===== src/rtl/multicycle_ctrl.sv =====
// rtl/multicycle_ctrl.sv - multi-cycle control sequencer for the RV32 subset core
//
// Steps each instruction through FETCH -> DECODE -> EXEC -> [MEM] -> [WB] and
// drives the memory handshakes, IR/PC/regfile enables and PC select.
// Ports:
//   clk, rst_n                 clock, asynchronous active-low reset
//   imem_req / imem_ack        instruction fetch handshake
//   ir_we                      instruction register load pulse
//   dec_mem_read/mem_write/reg_write/branch   decoder flags, sampled in DECODE
//   alu_zero                   ALU zero flag, used in EXEC
//   dmem_req / dmem_we / dmem_ack             data memory handshake
//   reg_we, pc_we, pc_sel      register file / PC control
//   mem_fault                  sticky handshake-timeout flag
//   retired                    retired instruction count (wraps)
//   state_dbg                  current state encoding
module multicycle_ctrl #(
    parameter int TIMEOUT = 16,
    parameter int CNT_W   = 32
) (
    input  logic             clk,
    input  logic             rst_n,
    output logic             imem_req,
    input  logic             imem_ack,
    output logic             ir_we,
    input  logic             dec_mem_read,
    input  logic             dec_mem_write,
    input  logic             dec_reg_write,
    input  logic             dec_branch,
    input  logic             alu_zero,
    output logic             dmem_req,
    output logic             dmem_we,
    input  logic             dmem_ack,
    output logic             reg_we,
    output logic             pc_we,
    output logic             pc_sel,
    output logic             mem_fault,
    output logic [CNT_W-1:0] retired,
    output logic [2:0]       state_dbg
);

    typedef enum logic [2:0] {
        S_FETCH  = 3'd0,
        S_DECODE = 3'd1,
        S_EXEC   = 3'd2,
        S_MEM    = 3'd3,
        S_WB     = 3'd4,
        S_FAULT  = 3'd7
    } state_t;

    localparam int WAIT_W = (TIMEOUT > 1) ? $clog2(TIMEOUT + 1) : 1;

    state_t            state;
    state_t            state_nxt;
    logic              f_mem_read;
    logic              f_mem_write;
    logic              f_reg_write;
    logic              f_branch;
    logic [WAIT_W-1:0] wait_cnt;
    logic              wait_hit;

    logic imem_req_c;
    logic ir_we_c;
    logic dmem_req_c;
    logic dmem_we_c;
    logic reg_we_c;
    logic pc_we_c;
    logic pc_sel_c;

    // The current cycle is the last allowed wait cycle: without an ack now,
    // the counter would reach TIMEOUT. An ack in this cycle still wins.
    assign wait_hit = (TIMEOUT != 0) && (wait_cnt == WAIT_W'(TIMEOUT - 1));

    always_comb begin
        state_nxt  = state;
        imem_req_c = 1'b0;
        ir_we_c    = 1'b0;
        dmem_req_c = 1'b0;
        dmem_we_c  = 1'b0;
        reg_we_c   = 1'b0;
        pc_we_c    = 1'b0;
        pc_sel_c   = 1'b0;
        case (state)
            S_FETCH: begin
                imem_req_c = 1'b1;
                if (imem_ack) begin
                    ir_we_c   = 1'b1;
                    state_nxt = S_DECODE;
                end else if (wait_hit) begin
                    state_nxt = S_FAULT;
                end
            end
            S_DECODE: begin
                state_nxt = S_EXEC;
            end
            S_EXEC: begin
                if (f_branch) begin
                    pc_we_c   = 1'b1;
                    pc_sel_c  = alu_zero;
                    state_nxt = S_FETCH;
                end else if (f_mem_read || f_mem_write) begin
                    state_nxt = S_MEM;
                end else if (f_reg_write) begin
                    state_nxt = S_WB;
                end else begin
                    pc_we_c   = 1'b1;
                    state_nxt = S_FETCH;
                end
            end
            S_MEM: begin
                dmem_req_c = 1'b1;
                dmem_we_c  = f_mem_write;
                if (dmem_ack) begin
                    // A write flag overrides a read flag: treated as a store, no WB.
                    if (f_mem_write) begin
                        pc_we_c   = 1'b1;
                        state_nxt = S_FETCH;
                    end else begin
                        state_nxt = S_WB;
                    end
                end else if (wait_hit) begin
                    state_nxt = S_FAULT;
                end
            end
            S_WB: begin
                reg_we_c  = 1'b1;
                pc_we_c   = 1'b1;
                state_nxt = S_FETCH;
            end
            S_FAULT: begin
                state_nxt = S_FAULT;
            end
            default: begin
                state_nxt = S_FAULT;
            end
        endcase
    end

    always_ff @(posedge clk or negedge rst_n) begin
        if (!rst_n) begin
            state       <= S_FETCH;
            f_mem_read  <= 1'b0;
            f_mem_write <= 1'b0;
            f_reg_write <= 1'b0;
            f_branch    <= 1'b0;
            wait_cnt    <= '0;
            mem_fault   <= 1'b0;
            retired     <= '0;
        end else begin
            state <= state_nxt;
            if (state == S_DECODE) begin
                f_mem_read  <= dec_mem_read;
                f_mem_write <= dec_mem_write;
                f_reg_write <= dec_reg_write;
                f_branch    <= dec_branch;
            end
            // Any state change clears the counter, so it starts at zero on
            // every entry to FETCH or MEM.
            if (state_nxt != state) begin
                wait_cnt <= '0;
            end else if ((state == S_FETCH && !imem_ack) || (state == S_MEM && !dmem_ack)) begin
                wait_cnt <= wait_cnt + 1'b1;
            end
            if (state_nxt == S_FAULT) begin
                mem_fault <= 1'b1;
            end
            if (pc_we_c) begin
                retired <= retired + 1'b1;
            end
        end
    end

    // Strobes are gated by rst_n so an asserted reset silences them at once,
    // abandoning any access in flight.
    assign imem_req  = imem_req_c & rst_n;
    assign ir_we     = ir_we_c & rst_n;
    assign dmem_req  = dmem_req_c & rst_n;
    assign dmem_we   = dmem_we_c & rst_n;
    assign reg_we    = reg_we_c & rst_n;
    assign pc_we     = pc_we_c & rst_n;
    assign pc_sel    = pc_sel_c & rst_n;
    assign state_dbg = state;

endmodule

===== config.mk =====
export PLATFORM = sky130hd
export DESIGN_NAME = multicycle_ctrl
export DESIGN_NICKNAME = d
export VERILOG_FILES = /design/src/rtl/multicycle_ctrl.sv
export SDC_FILE = /design/constraint.sdc
export NUM_CORES = 1
export LEC_CHECK = 0
export CAP_MARGIN = 10
export CORE_MARGIN = 2
export CORE_UTILIZATION = 53
export CTS_CLUSTER_DIAMETER = 120
export DETAILED_ROUTE_END_ITERATION = 12
export PLACE_DENSITY = 0.84
export SYNTH_ARGS = -nofsm -noshare
export SYNTH_HDL_FRONTEND = slang
export SYNTH_SLANG_ARGS = --single-unit

===== constraint.sdc =====
create_clock -name clk -period 5.89 [get_ports clk]
set_clock_uncertainty 0.2 [all_clocks]
set_input_delay 1.178 -clock clk [delete_from_list [all_inputs] [get_ports clk]]
set_output_delay 1.178 -clock clk [all_outputs]
set_load 0.02 [all_outputs]

==> results.md <==
- Diodes inserted: 0
- Leakage power total: around 1.2 nW
- Tightest Hold Check Type: reg -> reg
- Die Ht: ~69 um
- Met2 WL: between 2 and 2.5 mm
- Pre-CTS WS: roughly 1.7 ns
- CP cell instances: clkdlybuf4s50_1 -> a32oi_2 -> nand2_1 -> and2_1 -> clkdlybuf4s50_1
- Tot GR Track Use: 19.9%
- Maximum VDD drop: 0.161 mV
- DRC viols: 0
- CP peak stage delay: between 0.5 and 0.6 ns
- Slew headroom: 40.1%
- Share of the yosys chip area belonging to registers: about half
- Routed WL: around 4.4 mm
- Nets@finish: 265
- Final std cells w/o fill: 303
- CTS Buf Count: 5
- Status: completed
- Worst Path Arrival: 2.82 ns
- Setup bufs post-CTS: 0
- DPL Wire Length: 3.15 mm
- Synth-to-layout area growth: 27.9%
- Die Area: 4730 um^2
- Setup crit start kind: input port
- Fmax: 0.238 GHz
- Die Wd: 68.8 um
- Clock transition at path regs: 0.07 ns
- Reg area: 1130 um^2
- CTS max path bufs: 2
- Routed vias: 1,712
- Ratio of cells with drive above 1 in the final layout: 8.70%
- Rows: 23
- Antenna-violating nets left: 0
- Top_reg_cell synth: dfrtp_1
- GPL Wtd Cong: between 0.8 and 0.9
- Ports: 52
- RSZ-0062 raised after global routing: false
- Crit path kind: in -> out
- Final worst slack: 1.69 ns
- Worst Tran Pin Value: 0.897 ns
- Multi-input logic area: 1020 um^2
- CTS tree: built
- Mapped Area: between 2000 and 2500 um^2
- Root Buffer: clkbuf_8
- CP max-delay cell: clkdlybuf4s50_1
- Wirelength per Cell: 14.6 um
- Core ar.: 4030 um^2
- Cts hold-fix bufs: 0
- Final setup fails: 0
- Most common cell after layout, fill and taps aside: clkdlybuf4s50_1
- First DRT Iteration DRCs: 131
- Most frequent cells in the layout: clkdlybuf4s50_1 (50), dfrtp_1 (45), xnor2_1 (27)
- Placed Cells: 296
- Yosys reg bits: 45
- Max Cap Viol: 0
- Uppermost routed layer: met4
- Routed length on met1: 1.98 mm
- Required time of the critical path: 4.51 ns
- Clk sinks: 45
- Post-Route Setup TNS: 0 ns
- Max Slew Vio Count: 0
- I/O Buffers: 51
- Clk_lat worst skew: 0.30 ns
- Vias per cell: 5.65
- Period utilisation layout: between 70% and 80%
- Most used cell, CP: clkdlybuf4s50_1
- Remaining Overflow, GRT: 0
- Starting density of the core: a little under three fifths
- PwrDens: 191 nW/um^2
- DRT Pass-1 Iters: 4
- Warnings from Yosys: 0
- Metal3 WL: between 200 and 300 um
- Final hold vios: 0
- Asr flop ratio synth: 100%
- Antenna violations before repair: 0
- Distinct cells, synth: 39
- Min Clock Period, post-route: 4.20 ns
- Cells after synthesis: a little over 200
- Critical Path Sink Type: primary output
- First-pass GRT wire length: 6.91 mm
- Post-synth EDFFs: 0
- Largest net degree at the start of global routing: 28
- Post_cts resized: 0
- Crit Path Max Fanout: 6
- H-tree levels: 2
- Filler Cells Inserted: 300
- Vias in the first global route: 1,472
- Avg Cell Area, Syn: 11.0 um^2
- Net Count, Synth: roughly 210
-- where the power goes --
| group | internal (mW) | total, mW | switching, mW |
|---|---|---|---|
| logic | 0.00592 | 0.0150 | 0.00908 |
| registers | 0.309 | 0.310 | 0.000569 |
| clock network | 0.123 | 0.218 | 0.0952 |
-- cells by family after synthesis --
family          synth area share, %
flops                          50.6
compound gates                 5.79
fa+ha+maj                      1.69
xor+xnor                       13.4
buf+inv                        3.43
simple gates                   22.7
mux                            2.47
-- layer usage --
| metal | vias to the layer above | global-route usage (%) |
|---|---|---|
| met5 | - | 0 |
| met4 | 0 | 7.84 |
| met3 | 8 | 4.87 |
| met2 | 62 | 29.9 |
| met1 | 827 | 27.9 |
| li1 | 815 | - |
-- stage by stage --
step / total power [mW] / area [um^2] / util [%] / hold WS, ns
finish: 0.543 / 2850 / 70.7 / 0.262
floorplan: 0.318 / 2230 / - / 0.296
CTS: 0.549 / 2850 / 70.7 / 0.268
global placement: 0.331 / 2740 / 68.1 / 0.247
global route: 0.564 / 2850 / 70.7 / 0.302
detailed placement: 0.331 / 2740 / 68.1 / 0.248
-- synth_stat cells, types with 3 or more instances --
cell type	count	area [um^2]
inv_1	5	18.8
dfrtp_1	45	1130
and2_1	5	31.3
xnor2_1	27	236
and3_1	12	75.1
mux2_2	4	45.0
ha_1	3	37.5
and4_1	7	61.3
a21oi_1	3	15.0
nand3_1	13	65.1
buf_2	4	20.0
xor2_1	7	61.3
nand4_1	11	68.8
nand2_1	13	48.8
o21ai_0	5	25.0
nor2_1	10	37.5
-- worst max-delay path, delay by kind of cell --
| family | cells | cell delay [ns] |
|---|---|---|
| and+or+nand+nor | 2 | 0.29 |
| buffers and inverters | 2 | 1.03 |
| AOI/OAI and AO/OA | 1 | 0.32 |
-- cell type report --
class / count / share of cell area, %
clock buffer: 5 / 2.42
clock inverter: 2 / 1.23
inverter: 5 / 0.659
multi-input combinational: 144 / 35.9
sequential: 45 / 39.5
tap: 50 / 2.20
timing repair buffer: 52 / 18.0
-- state kept, by name (all words and copies together) (netlist names) --
register     count
retired         32
state_dbg        3
f_mem_write      1
f_branch         1
f_mem_read       1
wait_cnt         5
mem_fault        1
f_reg_write      1
-- final timing paths --
check / start / to / slack [ns] / cells past startpoint
max: dmem_ack / pc_we / 1.69 / 5
min: mem_fault / mem_fault / 0.26 / 1
max reg2reg: state_dbg[2] / retired[18] / 3.32 / 5
min reg2reg: mem_fault / mem_fault / 0.26 / 1
max in group asynchronous: rst_n / retired[0] / 4.12 / 2
min in group asynchronous: rst_n / wait_cnt[0] / 0.64 / 1
(Power assumes the default switching activity.)
